[src/rtl/reg_file_pkg.sv]
// reg_file_pkg: default geometry shared by the multi-port register file and
// its busy scoreboard.
package reg_file_pkg;

  localparam int unsigned DEFAULT_DATA_W = 32;
  localparam int unsigned DEFAULT_ADDR_W = 5;
  localparam int unsigned DEPTH          = 2 ** DEFAULT_ADDR_W;

endpackage : reg_file_pkg

[src/rtl/rf_scoreboard.sv]
// rf_scoreboard: one busy bit per register, marking a pending producer.
//   clk_i/rst_i            clock, asynchronous active-low reset
//   set_en_i/set_addr_i    reserve request (sets busy)
//   clr0_*/clr1_*          write ports (clear busy of the written register)
//   ra_addr_i/rb_addr_i    read taps
//   ra_busy_o/rb_busy_o    registered busy bit of the tapped register
module rf_scoreboard
  import reg_file_pkg::*;
#(
  parameter int unsigned ADDR_W  = DEFAULT_ADDR_W,
  parameter bit          R0_ZERO = 1'b1
) (
  input  logic              clk_i,
  input  logic              rst_i,
  input  logic              set_en_i,
  input  logic [ADDR_W-1:0] set_addr_i,
  input  logic              clr0_en_i,
  input  logic [ADDR_W-1:0] clr0_addr_i,
  input  logic              clr1_en_i,
  input  logic [ADDR_W-1:0] clr1_addr_i,
  input  logic [ADDR_W-1:0] ra_addr_i,
  input  logic [ADDR_W-1:0] rb_addr_i,
  output logic              ra_busy_o,
  output logic              rb_busy_o
);

  localparam int unsigned N = 2 ** ADDR_W;

  logic [N-1:0] busy_q;
  logic [N-1:0] busy_d;

  // Clears applied first so a same-cycle reserve overrides them: the
  // register has a new producer even though this write lands.
  always_comb begin
    busy_d = busy_q;
    if (clr0_en_i) busy_d[clr0_addr_i] = 1'b0;
    if (clr1_en_i) busy_d[clr1_addr_i] = 1'b0;
    if (set_en_i)  busy_d[set_addr_i]  = 1'b1;
    if (R0_ZERO)   busy_d[0]           = 1'b0;
  end

  always_ff @(posedge clk_i or negedge rst_i) begin
    if (!rst_i) busy_q <= '0;
    else        busy_q <= busy_d;
  end

  assign ra_busy_o = busy_q[ra_addr_i];
  assign rb_busy_o = busy_q[rb_addr_i];

endmodule : rf_scoreboard

[src/rtl/reg_file_mp.sv]
// reg_file_mp: 2-read / 2-write register file with destination reservation.
//   clk_i, rst_i                  clock, asynchronous active-low reset
//   RSaddr_i/RSdata_o/RSbusy_o    read port A
//   RTaddr_i/RTdata_o/RTbusy_o    read port B
//   W0en_i/W0addr_i/W0data_i      write port 0
//   W1en_i/W1addr_i/W1data_i      write port 1 (wins over W0 on same address)
//   RSVen_i/RSVaddr_i             reserve-destination request
module reg_file_mp
  import reg_file_pkg::*;
#(
  parameter int unsigned DATA_W  = DEFAULT_DATA_W,
  parameter int unsigned ADDR_W  = DEFAULT_ADDR_W,
  parameter bit          R0_ZERO = 1'b1,
  parameter bit          BYPASS  = 1'b1
) (
  input  logic              clk_i,
  input  logic              rst_i,
  input  logic [ADDR_W-1:0] RSaddr_i,
  input  logic [ADDR_W-1:0] RTaddr_i,
  output logic [DATA_W-1:0] RSdata_o,
  output logic [DATA_W-1:0] RTdata_o,
  output logic              RSbusy_o,
  output logic              RTbusy_o,
  input  logic              W0en_i,
  input  logic [ADDR_W-1:0] W0addr_i,
  input  logic [DATA_W-1:0] W0data_i,
  input  logic              W1en_i,
  input  logic [ADDR_W-1:0] W1addr_i,
  input  logic [DATA_W-1:0] W1data_i,
  input  logic              RSVen_i,
  input  logic [ADDR_W-1:0] RSVaddr_i
);

  localparam int unsigned N = 2 ** ADDR_W;

  logic [DATA_W-1:0] regs_q [N];
  logic [DATA_W-1:0] regs_d [N];

  logic w0_we;
  logic w1_we;
  logic rs_hit;
  logic rt_hit;
  logic rs_busy_reg;
  logic rt_busy_reg;
  logic [DATA_W-1:0] rs_data;
  logic [DATA_W-1:0] rt_data;

  // Writes to a hardwired zero register are dropped; this also keeps
  // bypass off for address 0.
  assign w0_we = W0en_i && !(R0_ZERO && (W0addr_i == '0));
  assign w1_we = W1en_i && !(R0_ZERO && (W1addr_i == '0));

  always_comb begin
    regs_d = regs_q;
    if (w0_we) regs_d[W0addr_i] = W0data_i;
    if (w1_we) regs_d[W1addr_i] = W1data_i;
  end

  always_ff @(posedge clk_i or negedge rst_i) begin
    if (!rst_i) regs_q <= '{default: '0};
    else        regs_q <= regs_d;
  end

  always_comb begin
    rs_data = (R0_ZERO && (RSaddr_i == '0)) ? '0 : regs_q[RSaddr_i];
    rs_hit  = 1'b0;
    if (BYPASS && rst_i) begin
      if (w1_we && (W1addr_i == RSaddr_i)) begin
        rs_data = W1data_i;
        rs_hit  = 1'b1;
      end else if (w0_we && (W0addr_i == RSaddr_i)) begin
        rs_data = W0data_i;
        rs_hit  = 1'b1;
      end
    end
  end

  always_comb begin
    rt_data = (R0_ZERO && (RTaddr_i == '0)) ? '0 : regs_q[RTaddr_i];
    rt_hit  = 1'b0;
    if (BYPASS && rst_i) begin
      if (w1_we && (W1addr_i == RTaddr_i)) begin
        rt_data = W1data_i;
        rt_hit  = 1'b1;
      end else if (w0_we && (W0addr_i == RTaddr_i)) begin
        rt_data = W0data_i;
        rt_hit  = 1'b1;
      end
    end
  end

  rf_scoreboard #(
    .ADDR_W  (ADDR_W),
    .R0_ZERO (R0_ZERO)
  ) u_scoreboard (
    .clk_i       (clk_i),
    .rst_i       (rst_i),
    .set_en_i    (RSVen_i),
    .set_addr_i  (RSVaddr_i),
    .clr0_en_i   (W0en_i),
    .clr0_addr_i (W0addr_i),
    .clr1_en_i   (W1en_i),
    .clr1_addr_i (W1addr_i),
    .ra_addr_i   (RSaddr_i),
    .rb_addr_i   (RTaddr_i),
    .ra_busy_o   (rs_busy_reg),
    .rb_busy_o   (rt_busy_reg)
  );

  assign RSdata_o = rs_data;
  assign RTdata_o = rt_data;

  // A forwarded write satisfies the pending producer, unless this same
  // cycle reserves the register again.
  assign RSbusy_o = rs_busy_reg && !(rs_hit && !(RSVen_i && (RSVaddr_i == RSaddr_i)));
  assign RTbusy_o = rt_busy_reg && !(rt_hit && !(RSVen_i && (RSVaddr_i == RTaddr_i)));

endmodule : reg_file_mp

[config.mk]
export PLATFORM = sky130hd
export DESIGN_NAME = reg_file_mp
export DESIGN_NICKNAME = d
export VERILOG_FILES = /design/src/rtl/reg_file_pkg.sv /design/src/rtl/rf_scoreboard.sv /design/src/rtl/reg_file_mp.sv
export SDC_FILE = /design/constraint.sdc
export NUM_CORES = 2
export LEC_CHECK = 0
export CAP_MARGIN = 20
export CORE_MARGIN = 4
export CORE_UTILIZATION = 45
export DETAILED_ROUTE_END_ITERATION = 8
export PLACE_DENSITY = 0.67
export SLEW_MARGIN = 20
export SYNTH_ARGS = -nofsm -noshare
export SYNTH_HDL_FRONTEND = slang
export SYNTH_SLANG_ARGS = --single-unit
[constraint.sdc]
create_clock -name clk_i -period 1.8 [get_ports clk_i]
set_clock_uncertainty 0.05 [all_clocks]
set_input_delay 0.18 -clock clk_i [delete_from_list [all_inputs] [get_ports clk_i]]
set_output_delay 0.18 -clock clk_i [all_outputs]
set_load 0.005 [all_outputs]
==> impl_metrics.toml <==
[outcome]
status = "finished, violations left"
violations = "setup timing"

[layout]
final_nets = 6828
fin_area_mm2 = 0.08394
drive_above_1_share_pct = 30.11
post-route-util_pct = 57.46
areaGrowthSynthToFinish_pct = 26.57
final_cells = 8752

[yosys]
yosysSeqAreaShare_pct = 39.81
synth.top_cell.area_share_pct = 39.81
yosys.area_share.simple_pct = 8.809
ys_top_cells_by_count = "dfrtp_1 (1055), mux2i_1 (931), a21oi_1 (600)"
ys_types = 55
async_flop_share_pct = 100.0
synth_edf_count = 0
yosys.area.top_type = "dfrtp_1"
syn_area_mm2 = 0.06632
yosys.area_share.xor_xnor_pct = 0.3962
syn-num-nets = 6376
syn-mean-instance-area_um2 = 10.56
synthTopCellsByArea = "dfrtp_1 (40%), mux4_2 (15%), mux2i_1 (14%)"
synth_warnings = 0
synth_adder_area_share_pct = 0
synth_flop_cell = "dfrtp_1"
synth_top_family_by_area = "multiplexers"
ys_ff_latch = 1055
synth-compound-area-share_pct = 12.57
synth.most_common_cell = "dfrtp_1"
synthCells = 6282
synth.area.mux_share_pct = 32.40

[critical_path]
cp_cell_sequence = "buf_6, mux4_2, o22ai_2, or4_4, o32ai_4, buf_2"
worst-setup-path-type = "reg2out"
crit_path_top_delay_cell = "or4_4"
cp_max_fo = 2
end_kind = "primary output"
critical_path_arrival_ps = 2750
crit_required_ps = 1570
crit_path_max_incr_delay_ps = 570
startpoint_type = "register"

[placed_design]
portBuffers = 159
gp_congestion = 1.007
placed_area_mm2 = 0.07788
place_hpwl_um = 193600
dp_cells = 8409

[sta]
rsz0062_at_grt = "true"
setup_viol = 66
drv_slew = 0
tightest_slew_ps = 992.6
hold_ws_ps = 178.0
fin_crit_sh_pct = 165.5
min_period_ps = 2980
timing.fmax_mhz = 335.6
slew_headroom_pct = 33.83
finalHoldViolCount = 0
fin_ws_ps = -1180

[routing]
viasPerCell = 6.832
wl_per_cell_um = 33.11
wl_um = 289800
drcViolationCount = 0
drtAntennaViolNets = 0
dr.pass1.iters = 9
via_count = 59800
drtIter0Drc = 9462

[floorplan]
core-area_mm2 = 0.1461
num_rows = 140
die_w_um = 391.9
initial_utilization_pct = 45.40
die_h_um = 391.9
dieArea_mm2 = 0.1536
pin_count = 160

[clock_network]
cts_root_buf = "clkbuf_16"
cts_inserted_buffers = 116
path_clk_slew_ps = 60
cts.path.max_buffers = 3
cts_max_level = 3
cts_tree = "done"
clock-sinks = 1055
worstSkewPairLatency_ps = 780

[pwr]
p_per_area_mw_per_mm2 = 1023
vdd_drop_max_uv = 852.6
total_leakage_power_nw = 35.92

[global_route]
grt_pass1_vias = 58360
grt_start_max_net_pins = 147
track_usage_pct = 36.94
grt_first_pass_wirelength_um = 411400
grt_antenna_before_repair = 14
grt-ovfl-total = 0

[run]
cap_viol_max_count = 0

[worst_hold_path]
hold_class = "in2reg"
## per-stage QoR
step,total power [mW],TNS [ps],setup WS [ps]
finish,85.89,-63920,-1180
global route,88.74,-66200,-1177
CTS,84.32,-64910,-1203
detailed placement,57.57,-698950,-1682
global placement,56.54,-681920,-1690
floorplan,48.00,-9622,-152.3
## worst max-delay path, delay by kind of cell, from the launching register on
kind | cells | cell delay, ps
simple gates | 1 | 570
mux | 1 | 240
buf+inv | 2 | 310
flops | 1 | 410
compound gates | 2 | 430
## registers in the layout, summed over array words and instances (netlist names)
register / flops
regs_q: 1024
u_scoreboard.busy_q: 31
## report_power, final
group	leakage [nW]	switching, mW	total, mW	internal, mW
clock	2.02	11.0	26.0	15.0
sequential	12.9	4.95	34.8	29.9
combinational	21.0	11.3	25.1	13.8
## final cells by class
cell class,count,area (um^2)
Timing Repair Buffer,1147,13000
Clock buffer,165,3357
Sequential cell,1055,26400
Clock inverter,50,720.7
Antenna cell,4,10.01
Inverter,38,147.6
Tap cell,1917,2399
Fill cell,11870,62150
Multi-Input combinational cell,4376,37910
## logic make-up (layout without fill, tap and decap cells)
logic type	Yosys count	count (layout)
buf+inv	851	1400
other cells	0	4
xor+xnor	30	30
compound gates	1497	1497
simple gates	1390	1390
mux	1459	1459
flops	1055	1055
## cell usage in the layout, fill, tap and decap left out, types with 26 or more instances in the layout
cell type | Yosys | layout
buf_12 | 20 | 323
nor2_4 | 0 | 33
nand3_1 | 42 | 37
o32ai_4 | 0 | 26
o22ai_1 | 256 | 193
nand2_4 | 0 | 29
mux2i_1 | 931 | 931
o22ai_2 | 0 | 60
o21ai_0 | 430 | 430
or4_4 | 0 | 63
mux4_2 | 447 | 493
dfrtp_1 | 1055 | 1055
clkbuf_16 | 0 | 116
inv_1 | 35 | 35
a21oi_1 | 600 | 599
buf_6 | 20 | 33
a31oi_1 | 112 | 103
buf_2 | 189 | 59
o32ai_2 | 0 | 38
clkbuf_8 | 0 | 27
mux4_1 | 79 | 33
nor2_1 | 580 | 547
nor3_1 | 70 | 68
buf_4 | 13 | 632
clkdlybuf4s50_1 | 0 | 74
nand2_1 | 567 | 532
## what timing repair did
| item | CTS | global route |
|---|---|---|
| hold endpoints to repair | 508 | 0 |
| pin swaps | 87 | 58 |
| setup endpoints to repair | 67 | 327 |
| resized for setup | 471 | 86 |
| hold buffers | 1 | 0 |
| buffers inserted | 88 | 50 |
| gates cloned | 2 | 0 |
## per-layer routing
| layer | vias up | routed length (um) | track usage (%) |
|---|---|---|---|
| li1 | 24100 | - | - |
| met1 | 29570 | 102800 | 46.82 |
| met2 | 4873 | 121000 | 51.90 |
| met3 | 1245 | 42090 | 14.46 |
| met4 | 14 | 23530 | 25.25 |
| met5 | - | 390 | 0.7974 |
## final timing paths
kind	from	endpoint	slack, ps	depth (start not counted)
hold / removal	W1data_i[8]	regs_q[968]	180	4
setup reg to reg	regs_q[193]	regs_q[193]	740	4
setup / recovery	regs_q[591]	RTdata_o[15]	-1180	6
min in group asynchronous	rst_i	regs_q[530]	230	3
max in group asynchronous	rst_i	regs_q[756]	240	5
hold reg to reg	regs_q[1011]	regs_q[1011]	340	0
Note: power is estimated with default switching activity, not from simulation.
